[src/rtl/piso_ser_ctrl.sv]
// Parallel-in/serial-out controller: accepts a word on a valid/ready handshake
// and streams it out one bit per serial beat, flagging the last bit of each word.
module piso_ser_ctrl #(
    parameter int WIDTH     = 4,
    parameter bit MSB_FIRST = 1'b0
) (
    input  logic                     clk,
    input  logic                     rst_n,
    input  logic                     flush,
    input  logic                     in_valid,
    output logic                     in_ready,
    input  logic [WIDTH-1:0]         in_data,
    output logic                     ser_valid,
    input  logic                     ser_ready,
    output logic                     ser_data,
    output logic                     ser_last,
    output logic                     busy,
    output logic [$clog2(WIDTH)-1:0] bit_cnt
);

    localparam int CW = $clog2(WIDTH);
    localparam logic [CW-1:0] LAST_IDX = CW'(WIDTH - 1);

    typedef enum logic {
        IDLE,
        SHIFT
    } state_t;

    state_t           state_q, state_d;
    logic [WIDTH-1:0] shift_q, shift_d;
    logic [CW-1:0]    cnt_q, cnt_d;
    logic             out_bit;
    logic             beat;
    logic             load;

    always_comb begin
        busy      = (state_q == SHIFT);
        ser_valid = busy;
        out_bit   = MSB_FIRST ? shift_q[WIDTH-1] : shift_q[0];
        ser_data  = busy & out_bit;
        ser_last  = busy && (cnt_q == LAST_IDX);
        bit_cnt   = cnt_q;
        beat      = ser_valid & ser_ready;
        // A new word may enter on the last-bit beat so words stream without a bubble.
        in_ready  = !flush && (!busy || (ser_last && ser_ready));
        load      = in_valid & in_ready;
    end

    always_comb begin
        state_d = state_q;
        shift_d = shift_q;
        cnt_d   = cnt_q;
        if (flush) begin
            state_d = IDLE;
            shift_d = '0;
            cnt_d   = '0;
        end else if (load) begin
            state_d = SHIFT;
            shift_d = in_data;
            cnt_d   = '0;
        end else if (beat) begin
            if (ser_last) begin
                state_d = IDLE;
                shift_d = '0;
                cnt_d   = '0;
            end else begin
                shift_d = MSB_FIRST ? {shift_q[WIDTH-2:0], 1'b0}
                                    : {1'b0, shift_q[WIDTH-1:1]};
                cnt_d   = cnt_q + CW'(1);
            end
        end
    end

    always_ff @(posedge clk or negedge rst_n) begin
        if (!rst_n) begin
            state_q <= IDLE;
            shift_q <= '0;
            cnt_q   <= '0;
        end else begin
            state_q <= state_d;
            shift_q <= shift_d;
            cnt_q   <= cnt_d;
        end
    end

endmodule
[config.mk]
export PLATFORM = sky130hd
export DESIGN_NAME = piso_ser_ctrl
export DESIGN_NICKNAME = d
export VERILOG_FILES = /design/src/rtl/piso_ser_ctrl.sv
export SDC_FILE = /design/constraint.sdc
export NUM_CORES = 1
export LEC_CHECK = 0
export CAP_MARGIN = 20
export CORE_AREA = 10 10 47 49
export DETAILED_ROUTE_END_ITERATION = 10
export DIE_AREA = 0 0 57 59
export GPL_TIMING_DRIVEN = 0
export PLACE_DENSITY = 0.65
export SYNTH_ARGS = -nofsm -noshare
export SYNTH_HDL_FRONTEND = slang
export SYNTH_SLANG_ARGS = --single-unit
[constraint.sdc]
create_clock -name clk -period 1.9 [get_ports clk]
set_clock_uncertainty 0.1 [all_clocks]
set_input_delay 0.57 -clock clk [delete_from_list [all_inputs] [get_ports clk]]
set_output_delay 0.57 -clock clk [all_outputs]
set_load 0.1 [all_outputs]
==> results.txt <==
The cell count after synthesis came out at 35. During synthesis, Yosys emitted a total of 0 warnings. For this design the ratio of total power to cell area is 657 nW/um^2. Before antenna repair, the detailed router went through 4 iterations. After the flow finishes, the layout carries non-filler instances totaling 73.

Library cell with the largest summed area after synthesis: sky130_fd_sc_hd__dfrtp_1. Entering global routing, the biggest net connects 10 pins. The first global-routing pass estimated 1760 microns of wire.

Sorting the synthesized cells by area gives the leading types as sky130_fd_sc_hd__dfrtp_1 43%, sky130_fd_sc_hd__a221o_1 7.4%, sky130_fd_sc_hd__nor4b_1 6.5%. The portion of synthesized cell area occupied by the leading cell type is 0.431, and the via count of the first global-routing pass is 376. The number of inserted diodes is 0.

The total of max-cap violations is 0. Clock tree synthesis selected as its root buffer the cell sky130_fd_sc_hd__clkbuf_4. After detailed routing, the average wire length per cell comes to 15.2 microns. The worst reg-to-reg setup slack was 0.32 ns; the overall routed net length was 1110 microns. After layout, the minimum clock period comes to 2.00 ns. The congestion estimate from routability-driven global placement came to 0.701.

The die covers 3360 sq um. The initial antenna violation count was 0. The largest voltage drop on the vdd net is 0.422 mV. Global routing finished with a remaining overflow of 0.

The logs give 0.431 for the part of the Yosys area used for sequential elements and 2 for the number of buffers on the longest clock path. The actual transition at the worst max-transition pin was 0.490 ns; the half-perimeter wire length after placement was 788 microns. The run gives 0.676 as the relative slew slack. Setup repair after global routing could not meet its margin everywhere.

The most used flip-flop cell after synthesis is sky130_fd_sc_hd__dfrtp_1. Once placement completed, the tool counted placed cells totaling 65. The initialized floorplan defines 14 standard-cell rows.

For the final hold violation count, the log shows 0. After synthesis, the mean cell area works out to 11.6 sq um. The number of enable-type register cells in the synthesized netlist is 0, and the die boundary height is 59 microns.

Along the worst path, the maximum fanout reaches 4. The tools report the critical path launch point type as a flip-flop. The clock net in this run drives a total of 7 sinks.

Detailed router's first-iteration violation count: 13. Across all layers, the routed design uses 365 vias. The run gives 16 as the number of ports placed on the die boundary. TritonCTS built the clock tree. The run finished, with violations left. The type of the setup path with the least slack was reg -> out. Number of library cell types mapped by synthesis: 18. The area growth from synthesis to final layout was 63.1%. The net total in the final layout came out at 68. The checks that failed: setup timing. The number of port buffers came out at 14. Worst flop-to-flop path endpoint: shift_q[2].

The fraction of layout instances using a drive strength above 1 is 0.509. By count the netlist is led by 7 x sky130_fd_sc_hd__dfrtp_1, 5 x sky130_fd_sc_hd__nor2_1, 3 x sky130_fd_sc_hd__a221o_1, 3 x sky130_fd_sc_hd__nor4b_1. Total global routing track utilization: 0.0660. The CTS H-tree depth is 1, and the count of final max-slew check failures is 0. Hold-critical path depth: 1. For the worst setup slack after layout, the log shows -0.101 ns. Derived from the worst setup path, the maximum achievable clock frequency is 500 MHz. In this run the cell area of the synthesized design comes to 407 sq um. STA classifies the critical path endpoint as a primary output.

The data required time of the worst path was 1.23 ns. The start point of the worst min-delay path was shift_q[3]. Counting cells, the worst reg-to-reg path comes to 5.

The tools report the startpoint of the lowest-slack register-to-register path as bit_cnt[0]. For the effective utilization at floorplan, the log shows 0.290. The routed via count divided by cell count was 5.00. In this run the remaining antenna-violating nets after routing total 0.

The clock network latency to the later pin of the worst-skew pair is 0.25 ns. After clock tree synthesis, the clock-pin slew on the worst setup and hold paths is 0.05 ns. Setup violations remaining at the end of the flow were counted as 2.

The worst hold path class is reg -> reg. The most common cell in the synthesized netlist is sky130_fd_sc_hd__dfrtp_1. For the post-route worst hold slack, the log shows 0.406 ns.

The core region is 1400 sq um. For the total negative setup slack, the log shows -0.159 ns. The flip-flop and latch count after synthesis is 7. Data arrives at the worst endpoint at 1.33 ns. For the net count after synthesis, the log shows 45. The floorplan step set the die width to 57 microns. For this design the static power due to leakage is 0.288 nW. The tools report the number of buffers inserted during clock tree synthesis as 3. Fraction of registers with async set or reset after synthesis: 1.00. The period utilization works out to 1.05. The path with the worst hold slack has its endpoint at shift_q[3]. For this run, design rule violations remaining after detail routing come to 0.
-- area by class of cell --
type / count / area, sq um
flip-flops and latches: 7 / 186
plain buffers: 3 / 26.3
clock buffers: 4 / 26.3
repair buffers: 18 / 175
multi-input cells: 25 / 229
fillers: 144 / 738
well taps: 16 / 20.0
-- timing repair --
action / in CTS / in global routing
endpoints found under the setup margin: 7 / 4
buffers inserted: 2 / 2
resized for setup: 46 / 5
pin swaps: 3 / 1
hold buffers: 0 / 0
endpoints found under the hold margin: 0 / 0
-- worst max-delay path, cell delays in order (launching register included) --
cell and delay [ns]:
sky130_fd_sc_hd__dfrtp_4 0.50, sky130_fd_sc_hd__ha_4 0.18, sky130_fd_sc_hd__a21boi_4 0.17, sky130_fd_sc_hd__nor2_4 0.06, sky130_fd_sc_hd__buf_12 0.16
-- power by group --
| group | total, mW | internal (mW) | switching, mW |
|---|---|---|---|
| registers | 0.165 | 0.159 | 0.00593 |
| logic | 0.132 | 0.0513 | 0.0810 |
| clock network | 0.139 | 0.0804 | 0.0583 |
-- routing by layer --
| layer | GRT usage | wire length (microns) | up-vias | share of wire |
|---|---|---|---|---|
| li1 | - | - | 174 | - |
| met1 | 0.0758 | 517 | 167 | 0.46 |
| met2 | 0.0992 | 475 | 18 | 0.43 |
| met3 | 0.0279 | 93 | 6 | 0.084 |
| met4 | 0.0403 | 27 | 0 | 0.024 |
| met5 | 0 | 0 | - | 0 |
-- stage by stage --
step,power (mW),util,worst slack (ns),cell area [sq um]
6_report,0.436,0.473,-0.101,663
4_1_cts,0.433,0.464,-0.120,651
3_3_place_gp,0.291,0.429,-1.32,601
2_1_floorplan,0.253,-,-0.211,440
5_1_grt,0.456,0.473,-0.140,663
3_5_place_dp,0.292,0.429,-1.34,601
-- cells in the final DEF, fill, tap and decap left out --
cell type,instances
sky130_fd_sc_hd__a211oi_2,1
sky130_fd_sc_hd__nor3_1,1
sky130_fd_sc_hd__a32oi_1,1
sky130_fd_sc_hd__a21boi_4,1
sky130_fd_sc_hd__buf_6,1
sky130_fd_sc_hd__nor3b_2,1
sky130_fd_sc_hd__dfrtp_1,4
sky130_fd_sc_hd__nand2_2,1
sky130_fd_sc_hd__a22o_1,1
sky130_fd_sc_hd__ha_4,1
sky130_fd_sc_hd__and2_2,1
sky130_fd_sc_hd__clkbuf_4,4
sky130_fd_sc_hd__buf_12,3
sky130_fd_sc_hd__nor2_1,4
sky130_fd_sc_hd__mux2i_1,2
sky130_fd_sc_hd__dfrtp_4,3
sky130_fd_sc_hd__buf_4,5
sky130_fd_sc_hd__and2_4,1
sky130_fd_sc_hd__buf_2,4
sky130_fd_sc_hd__clkdlybuf4s50_1,6
sky130_fd_sc_hd__clkbuf_2,1
sky130_fd_sc_hd__a221o_1,3
sky130_fd_sc_hd__nor2_4,1
sky130_fd_sc_hd__nor4b_1,3
sky130_fd_sc_hd__nor2b_1,2
sky130_fd_sc_hd__clkbuf_1,1
-- sequential cells by signal (all words and copies together) (netlist names) --
name     count
busy         1
shift_q      4
bit_cnt      2
-- logic make-up after synthesis --
family | Yosys count | synth area share
muxes | 2 | 0.0492
AOI/OAI and AO/OA | 7 | 0.194
and+or+nand+nor | 15 | 0.231
adders and majority gates | 1 | 0.0308
buffers and inverters | 3 | 0.0646
DFF | 7 | 0.431
-- worst max-delay path by stage --
| stage | from | endpoint | slack [ns] | cells after the start |
|---|---|---|---|---|
| floorplan | busy | in_ready | -0.21 | 3 |
| global placement | ser_ready | in_ready | -1.32 | 4 |
| detailed placement | ser_ready | in_ready | -1.34 | 4 |
| CTS | bit_cnt[0] | in_ready | -0.12 | 4 |
| global route | bit_cnt[0] | in_ready | -0.14 | 4 |
| finish | bit_cnt[0] | in_ready | -0.10 | 4 |
Power figures use the tool's default switching activity.
